$ cat src/rtl/fp_pkg.sv
`default_nettype none
// ============================================================================
//  Package    : fp_pkg
//  Description: Shared FP32 width and default sizing for the FP adder stream
//               controller and its result FIFO.
//  Revision   : 1.0 - initial release
// ============================================================================
package fp_pkg;

  // Width of an IEEE-754 single-precision word
  localparam int c_fp_width = 32;

  // Default result FIFO depth (power of two, at least adder latency + 1)
  localparam int c_default_depth = 4;

  // Default adder latency, in clock edges from operand capture to valid result
  localparam int c_default_lat = 2;

  typedef logic [c_fp_width-1:0] fp32_t;

endpackage : fp_pkg
`default_nettype wire

$ cat src/rtl/fp_result_fifo.sv
`default_nettype none
// ============================================================================
//  Module     : fp_result_fifo
//  Description: DEPTH x 32 first-word-fall-through FIFO holding adder results.
//               pop_data shows the oldest entry whenever count is non-zero
//               and reads as zero when empty.
//  Revision   : 1.0 - initial release
// ============================================================================
module fp_result_fifo
  import fp_pkg::*;
#(
  parameter int DEPTH = c_default_depth
) (
  input  logic                      clk,
  input  logic                      reset,
  input  logic                      push,
  input  logic [c_fp_width-1:0]     push_data,
  input  logic                      pop,
  output logic [c_fp_width-1:0]     pop_data,
  output logic [$clog2(DEPTH):0]    count
);

  localparam int c_ptr_w = $clog2(DEPTH);
  localparam int c_cnt_w = c_ptr_w + 1;

  logic [c_fp_width-1:0] r_mem [DEPTH];
  logic [c_ptr_w-1:0]    r_wr_ptr;
  logic [c_ptr_w-1:0]    r_rd_ptr;
  logic [c_cnt_w-1:0]    r_count;

  logic                  w_empty;
  logic                  w_full;
  logic                  w_do_push;
  logic                  w_do_pop;

  assign w_empty = (r_count == '0);
  assign w_full  = (r_count == c_cnt_w'(DEPTH));

  // A pop on an empty FIFO is ignored; a push into a full FIFO is only taken
  // when the same edge also frees a slot.
  assign w_do_pop  = pop && !w_empty;
  assign w_do_push = push && (!w_full || w_do_pop);

  assign pop_data = w_empty ? '0 : r_mem[r_rd_ptr];
  assign count    = r_count;

  // Storage array: written on push, no reset needed since reads are gated by count
  always_ff @(posedge clk) begin
    if (w_do_push) begin
      r_mem[r_wr_ptr] <= push_data;
    end
  end

  // Pointers and occupancy; pointers wrap naturally because DEPTH is a power of two
  always_ff @(posedge clk or negedge reset) begin
    if (!reset) begin
      r_wr_ptr <= '0;
      r_rd_ptr <= '0;
      r_count  <= '0;
    end else begin
      if (w_do_push) begin
        r_wr_ptr <= r_wr_ptr + c_ptr_w'(1);
      end
      if (w_do_pop) begin
        r_rd_ptr <= r_rd_ptr + c_ptr_w'(1);
      end
      case ({w_do_push, w_do_pop})
        2'b10:   r_count <= r_count + c_cnt_w'(1);
        2'b01:   r_count <= r_count - c_cnt_w'(1);
        default: r_count <= r_count;
      endcase
    end
  end

endmodule : fp_result_fifo
`default_nettype wire

$ cat src/rtl/fpadd_stream_ctrl.sv
`default_nettype none
// ============================================================================
//  Module     : fpadd_stream_ctrl
//  Description: Stream controller around an external pipelined FP32 adder.
//               Operands go straight to the adder; a valid shift register
//               tracks in-flight ops and pushes the adder output into a
//               result FIFO. Credit-based in_ready guarantees every in-flight
//               op has a FIFO slot reserved, so the FIFO cannot overflow.
//  Revision   : 1.0 - initial release
// ============================================================================
module fpadd_stream_ctrl
  import fp_pkg::*;
#(
  parameter int DEPTH = c_default_depth,
  parameter int LAT   = c_default_lat
) (
  input  logic                      clk,
  input  logic                      reset,
  input  logic                      in_valid,
  output logic                      in_ready,
  input  logic [c_fp_width-1:0]     in_a,
  input  logic [c_fp_width-1:0]     in_b,
  output logic [c_fp_width-1:0]     add_a,
  output logic [c_fp_width-1:0]     add_b,
  input  logic [c_fp_width-1:0]     add_out,
  output logic                      out_valid,
  input  logic                      out_ready,
  output logic [c_fp_width-1:0]     out_data,
  output logic [$clog2(DEPTH):0]    count
);

  localparam int c_cnt_w = $clog2(DEPTH) + 1;
  localparam int c_occ_w = $clog2(DEPTH + LAT + 1) + 1;

  logic [LAT-1:0]     r_inflight;
  logic [c_occ_w-1:0] w_inflight_cnt;
  logic [c_occ_w-1:0] w_occupancy;
  logic               w_accept;
  logic               w_push;
  logic               w_pop;
  logic [c_cnt_w-1:0] w_count;

  // The adder registers its own operands, so they are forwarded untouched
  assign add_a = in_a;
  assign add_b = in_b;

  // Count ops already in the adder pipeline; each one owns a future FIFO slot
  always_comb begin
    w_inflight_cnt = '0;
    for (int i = 0; i < LAT; i++) begin
      w_inflight_cnt = w_inflight_cnt + c_occ_w'(r_inflight[i]);
    end
  end

  assign w_occupancy = c_occ_w'(w_count) + w_inflight_cnt;

  // Ready depends only on registered state (and reset), never on out_ready/in_valid
  assign in_ready = reset && (w_occupancy < c_occ_w'(DEPTH));
  assign w_accept = in_valid && in_ready;

  // The oldest tracked op has its sum on add_out this cycle
  assign w_push    = r_inflight[LAT-1];
  assign out_valid = (w_count != '0);
  assign w_pop     = out_valid && out_ready;
  assign count     = w_count;

  generate
    if (LAT == 1) begin : g_lat_one
      // Single-stage tracker: the op accepted last edge is pushed this edge
      always_ff @(posedge clk or negedge reset) begin
        if (!reset) begin
          r_inflight <= '0;
        end else begin
          r_inflight <= w_accept;
        end
      end
    end else begin : g_lat_multi
      // Shift accepted-op markers along the adder's pipeline depth
      always_ff @(posedge clk or negedge reset) begin
        if (!reset) begin
          r_inflight <= '0;
        end else begin
          r_inflight <= {r_inflight[LAT-2:0], w_accept};
        end
      end
    end
  endgenerate

  fp_result_fifo #(
    .DEPTH (DEPTH)
  ) u_fifo (
    .clk       (clk),
    .reset     (reset),
    .push      (w_push),
    .push_data (add_out),
    .pop       (w_pop),
    .pop_data  (out_data),
    .count     (w_count)
  );

endmodule : fpadd_stream_ctrl
`default_nettype wire

$ cat config.mk
export PLATFORM = sky130hd
export DESIGN_NAME = fpadd_stream_ctrl
export DESIGN_NICKNAME = d
export VERILOG_FILES = /design/src/rtl/fp_pkg.sv /design/src/rtl/fp_result_fifo.sv /design/src/rtl/fpadd_stream_ctrl.sv
export SDC_FILE = /design/constraint.sdc
export NUM_CORES = 1
export LEC_CHECK = 0
export BUFFER_PORTS_ARGS = -buffer_cell sky130_fd_sc_hd__buf_4
export CORE_ASPECT_RATIO = 0.9
export CORE_UTILIZATION = 50
export DETAILED_ROUTE_END_ITERATION = 10
export GPL_TIMING_DRIVEN = 0
export PLACE_DENSITY = 0.86
export SYNTH_ARGS = -nofsm -noshare
export SYNTH_HDL_FRONTEND = slang
export SYNTH_HIERARCHICAL = 1
export SYNTH_SLANG_ARGS = --single-unit
export TNS_END_PERCENT = 20
$ cat constraint.sdc
create_clock -name clk -period 3.1 [get_ports clk]
set_input_delay 0.31 -clock clk [delete_from_list [all_inputs] [get_ports clk]]
set_output_delay 0.31 -clock clk [all_outputs]
set_load 0.01 [all_outputs]
==> flow_summary_export.csv, run 1 <==
group,metric,value,unit
status,status,"finished, final reports clean",
power_and_ir_drop,p_per_area,846,nW/um^2
global_route,grt_max_degree,33,
cts,cts_root_buffer,"clkbuf_16",
routing,drc_errors,0,
yosys,syn_avg_cell_area,18.1,um^2
power_and_ir_drop,p_sw,1.97,mW
routing,wl,12.4,mm
routing,wl_per_cell,19.0,um
routing,drtIter0Drc,148,
layout,fin_area,7730,um^2
yosys,synth_cell_type_count,36,
setup_path,crit_required,3.12,ns
placed_design,dp_hpwl,8.61,mm
cts,cts_buffers,17,
floorplanning,std_cell_rows,37,
sta,period_share,85.0,%
global_route,grt_overflow,0,
run,cap_violations,0,
cts,cts_tree,"done",
power_and_ir_drop,power_frac_clock,27.6,%
placed_design,gp_congestion,0.773,
layout,fillCellCount,772,
sta,worst_pin_slew,0.956,ns
yosys,yosysWarnings,6,
setup_path,worstPathMaxFanout,32,
layout,diodes,0,
layout,area_delta_synth_final,29.7,%
power_and_ir_drop,irDropWorstVdd,558,uV
sta,fmax,379,MHz
cts,clk_pin_slew,0.06,ns
sta,finalMaxSlewViolations,0,
sta,skew,0.00776,ns
sta,layout_min_cycle_time,2.64,ns
setup_path,startpoint,"u_fifo/count[2]$_DFFE_PN0P_",
layout,final_nets,591,
placed_design,place_area,7180,um^2
power_and_ir_drop,seq_power_share,35.6,%
yosys,netlist_area,5960,um^2
cts,cts.sinks,137,
sta,finalSetupTns,0,ns
routing,firstDrtPassIters,4,
floorplanning,initial_core_util,51.7,%
power_and_ir_drop,leakagePower,3.04,nW
cts,cts_setup_buffers,0,
setup_path,crit_path_start_kind,"flop",
yosys,ys.flop_type,"edfxtp_1",
cts,cts_resized,0,
floorplanning,die_x,117,um
setup_path,path_class,"reg -> reg",
global_route,grt_pass1_vias,3505,
setup_path,regToRegStartpoint,"u_fifo/count[2]$_DFFE_PN0P_",
setup_path,critPathCaptureType,"flop",
setup_path,crit_slowest_cell,"and2_2",
routing,via_per_inst,5.13,
global_route,antenna_found_initial,0,
cts,clock_latency,0.40,ns
global_route,gr-usage-all-layers,21.1,%
floorplanning,fp.dieH,106,um
cts,clk_path_buf_depth,2,
sta,relSlewSlack,36.3,%
routing,vias,3357,
layout,layout-drive-gt1-share,55.4,%
power_and_ir_drop,swShare,30.1,%
placed_design,io_buffers,136,
yosys,synth_edf_count,128,
floorplanning,die-area,12400,um^2
sta,setup_viol,0,
yosys,syn_nets,435,
yosys,postSynth.asyncResetShare,6.57,%
sta,rsz0062_at_grt,"false",
sta,finalHoldViolCount,0,
yosys,ys_seq_area_share,68.2,%
setup_path,cp_data_arrival_time,2.66,ns
worst_hold_path,hp-class,"in -> reg",
floorplanning,ios,201,
cts,cts_hold_buf,1,
routing,antenna_left,0,
global_route,grt_first_pass_wirelength,18.4,mm
cts,htree_levels,4,
floorplanning,core,11500,um^2
worst_hold_path,hp-start,"add_out[21]",
yosys,syn_inst,329,
power_and_ir_drop,pwr-share-comb,36.8,%
yosys,yosys_register_bits,137,
setup_path,slowest_delay,0.88,ns
power_and_ir_drop,internal_power,4.58,mW
setup_path,path_cells,"or3_4 -> and2_4 -> inv_1 -> a31oi_1 -> and2_2",
-- power groups by stage --
stage / logic, mW / registers [mW] / clock network (mW)
after floorplan: 1.50 / 2.35 / 0
after global routing: 2.60 / 2.35 / 1.91
after detailed placement: 2.44 / 2.37 / 0
final: 2.41 / 2.33 / 1.81
after global placement: 2.39 / 2.36 / 0
after CTS: 2.46 / 2.33 / 1.84
-- registers in the layout, summed over array words and instances, names as in the netlist --
register,cells
u_fifo/r_rd_ptr,2
u_fifo/r_mem,128
u_fifo/r_wr_ptr,2
u_fifo/count,3
r_inflight,2
-- logic make-up after synthesis --
| kind of cell | Yosys count | share of synthesized area [%] |
|---|---|---|
| AOI/OAI and AO/OA | 11 | 1.36 |
| buffers and inverters | 85 | 10.5 |
| DFF | 137 | 68.2 |
| muxes | 33 | 12.5 |
| adders and majority gates | 6 | 1.38 |
| xor gates and xnor gates | 5 | 0.735 |
| and+or+nand+nor | 52 | 5.29 |
-- final timing paths --
kind,to,cells past startpoint,slack (ns)
worst max-delay path,u_fifo/r_mem[3][3]$_DFFE_PP_,5,0.46
worst min-delay path,u_fifo/r_mem[1][21]$_DFFE_PP_,1,0.10
worst max register to register,u_fifo/r_mem[3][3]$_DFFE_PP_,5,0.46
worst min register to register,r_inflight[1]$_DFF_PN0_,0,0.40
max in group asynchronous,u_fifo/r_rd_ptr[1]$_DFFE_PN0N_,2,2.69
min in group asynchronous,r_inflight[0]$_DFF_PN0_,2,0.27
-- metrics by stage --
step / total power [mW] / instances / hold slack, ns / setup slack (ns) / util [%]
2_1_floorplan: 3.85 / 329 / 0.0144 / 0.673 / -
3_3_place_gp: 4.74 / 621 / 0.142 / -0.0134 / 62.3
3_5_place_dp: 4.81 / 621 / 0.146 / 0.476 / 62.3
4_1_cts: 6.63 / 654 / 0.0842 / 0.455 / 67.1
5_1_grt: 6.87 / 654 / 0.0828 / 0.280 / 67.1
6_report: 6.55 / 654 / 0.100 / 0.464 / 67.1
-- layout make-up --
cell class / instances / area, um^2 / share of cell area (%)
buffer: 78 / 598 / 7.73
clock buffer: 17 / 425 / 5.50
clock inverter: 15 / 115 / 1.49
inverter: 7 / 26.3 / 0.340
multi-input combinational: 107 / 1270 / 16.5
sequential: 137 / 4070 / 52.6
tap: 156 / 195 / 2.52
timing repair buffer: 137 / 1030 / 13.3
-- Yosys cell counts, types with 2 or more instances --
cell	count	share of area, %
dfrtp_1	9	3.8
buf_12	3	1.0
clkbuf_1	5	0.31
nand2_1	2	0.13
buf_2	4	0.34
mux4_1	4	1.8
mux4_2	28	11
nand2b_1	2	0.21
ha_1	5	1.0
buf_4	65	8.2
inv_1	7	0.44
xor2_1	2	0.29
and2_1	36	3.8
edfxtp_1	128	64
nand3_1	4	0.34
nor2_1	3	0.19
xnor2_1	3	0.44
-- cells in the final DEF (no fill, tap or decap), types with 5 or more instances in the layout --
cell       count
clkbuf_1       5
edfxtp_1     128
and2_1        32
clkbuf_16     17
ha_1           5
buf_4        201
inv_6          7
mux4_2        28
dfrtp_1        9
inv_1          7
-- layer usage --
metal,wire [um],vias to the layer above,GRT usage (%)
met5,0,-,0
met3,989,8,6.27
met2,7020,177,38.6
met1,4300,1675,23.0
li1,-,1497,-
met4,119,0,7.14
-- critical path, delay by kind of cell, from the launching register on --
kind	cells	cell delay (ns)
AOI/OAI and AO/OA	1	0.44
buffers and inverters	1	0.06
DFF	1	0.52
and+or+nand+nor	3	1.22
Note: power is estimated with default switching activity, not from simulation.
==> run 2: changes to the inputs <==
- CELL_PAD_IN_SITES_DETAIL_PLACEMENT: default -> 0
- CELL_PAD_IN_SITES_GLOBAL_PLACEMENT: default -> 1
- CORE_UTILIZATION: 50 -> 41
- PLACE_DENSITY: 0.86 -> 0.87
==> flow_summary_export.csv, run 2 (synthesis results as in run 1) <==
group,metric,value,unit
sta,finalSetupTns,0,ns
setup_path,crit_slowest_cell,"and2_2",
sta,worst_pin_slew,0.934,ns
power_and_ir_drop,total_power,6.70,mW
power_and_ir_drop,irDropWorstVdd,602,uV
global_route,grt_overflow,0,
setup_path,slowest_delay,0.87,ns
cts,clk_path_buf_depth,2,
setup_path,reg2reg_to,"u_fifo/r_mem[3][2]$_DFFE_PP_",
routing,vias,3284,
cts,cts_buffers,17,
global_route,use_met3,5.31,%
placed_design,place_area,7230,um^2
routing,drtIter0Drc,186,
placed_design,io_buffers,136,
power_and_ir_drop,p_per_area,856,nW/um^2
layout,final_common_cell,"buf_4",
global_route,use_met2,30.5,%
sta,relSlewSlack,37.7,%
setup_path,cp_data_arrival_time,2.62,ns
status,status,"finished, final reports clean",
sta,finalHoldViolCount,0,
setup_path,critPathCaptureType,"flop",
global_route,grt_use_met1,18.7,%
cts,cts_root_buffer,"clkbuf_16",
cts,cts_tree,"done",
global_route,gr-usage-all-layers,16.7,%
layout,regArea,4070,um^2
cts,cts.sinks,137,
cts,htree_levels,4,
layout,multi_input_area,1270,um^2
setup_path,crit_required,3.12,ns
placed_design,preCtsSetupSlack,0.472,ns
layout,largest_reg_flops,128,
layout,layout-drive-gt1-share,54.8,%
global_route,top_usage_layer,"met2",
setup_path,path_cells,"or3_4 -> and2_4 -> inv_1 -> a31oi_1 -> and2_2",
setup_path,path_class,"reg -> reg",
worst_hold_path,hp-class,"in -> reg",
sta,finalMaxSlewViolations,0,
routing,firstDrtPassIters,4,
worst_hold_path,hold_depth,1,
setup_path,regToRegStartpoint,"u_fifo/count[2]$_DFFE_PN0P_",
floorplanning,core,14100,um^2
routing,drc_errors,0,
floorplanning,std_cell_rows,41,
global_route,grt_pass1_vias,3251,
placed_design,gp_congestion,0.691,
layout,fillCellCount,1095,
worst_hold_path,hp-start,"add_out[27]",
setup_path,worstPathMaxFanout,32,
cts,cts_setup_buffers,0,
global_route,grt_first_pass_wirelength,17.9,mm
floorplanning,die_x,129,um
floorplanning,fp.dieH,116,um
layout,largest-register,"u_fifo/r_mem",
worst_hold_path,hold_end,"u_fifo/r_mem[0][27]$_DFFE_PP_",
layout,layout_common_cells,"buf_4, edfxtp_1, and2_1, mux4_2, clkbuf_16",
routing,wl_per_cell,17.9,um
setup_path,r2r_setup_slack,0.50,ns
setup_path,startpoint,"u_fifo/count[2]$_DFFE_PN0P_",
layout,final_nets,591,
power_and_ir_drop,leakagePower,3.05,nW
routing,via_per_inst,4.75,
floorplanning,initial_core_util,42.3,%
sta,period_share,83.9,%
setup_path,reg2regPathDepth,5,
global_route,grt_max_degree,33,
cts,clk_pin_slew,0.06,ns
routing,wl,12.4,mm
global_route,antenna_found_initial,0,
layout,diodes,0,
sta,layout_min_cycle_time,2.60,ns
routing,antenna_left,0,
setup_path,crit_path_start_kind,"flop",
sta,setup_viol,0,
layout,fin_area,7830,um^2
cts,clock_latency,0.41,ns
layout,area_delta_synth_final,31.2,%
sta,skew,0.00861,ns
sta,hold_ws,0.101,ns
sta,rsz0062_at_grt,"false",
sta,fmax,384,MHz
placed_design,dp_hpwl,8.45,mm
run,cap_violations,0,
sta,fin_ws,0.499,ns
floorplanning,ios,201,
floorplanning,die-area,15000,um^2
## run 2: changes by cell type in the layout (fill, tap and decap cells not counted), sizes merged
| cell | before | now |
|---|---|---|
| inv | 14 | 8 |
| clkinv | 5 | 6 |
| clkbuf | 22 | 24 |
| bufinv | 0 | 3 |
## run 2: layout make-up
cell class	count	share of cell area [%]
sequential	137	52.0
multi-input combinational	107	16.3
buffer	78	7.64
tap	193	3.09
clock inverter	13	1.95
inverter	7	0.336
clock buffer	19	5.53
timing repair buffer	137	13.2
## run 2: routing by layer
metal  wire length, um  vias up
li1                  -     1493
met1              4570     1629
met2              6770      148
met3               918       14
met4               110        0
met5                 0        -
## run 2: worst max-delay path: cells and delay by family, from the launching register on
kind,cells,cell delay (ns)
buffers and inverters,1,0.05
flip-flops,1,0.49
AND/OR/NAND/NOR,3,1.19
AO/OA/AOI/OAI,1,0.48
## run 2: where the power goes
group          total [mW]  leakage (nW)  internal, mW  switching (mW)
sequential           2.33          1.27          2.24          0.0900
clock                1.97         0.278          1.26           0.713
combinational        2.40          1.51          1.30            1.10
total                6.70          3.05          4.80            1.90
## run 2: stage by stage
step | cells | utilization, %
6_report | 691 | 55.5
2_1_floorplan | 329 | -
5_1_grt | 691 | 55.5
4_1_cts | 691 | 55.5
3_3_place_gp | 658 | 51.2
3_5_place_dp | 658 | 51.3
## run 2: repair_timing
item	in CTS	in global routing
hold endpoints to repair	9	0
hold buffers	1	0
resized for setup	0	0
## run 2: worst max path at each step
stage               cells past startpoint                       endpoint  slack [ns]
detailed placement                      5  u_fifo/r_mem[1][13]$_DFFE_PP_        0.47
global route                            5   u_fifo/r_mem[3][2]$_DFFE_PP_        0.28
CTS                                     5  u_fifo/r_mem[1][17]$_DFFE_PP_        0.46
finish                                  5   u_fifo/r_mem[3][2]$_DFFE_PP_        0.50
floorplan                               5   u_fifo/r_mem[0][0]$_DFFE_PP_        0.67
global placement                        5  u_fifo/r_mem[1][14]$_DFFE_PP_       -0.03
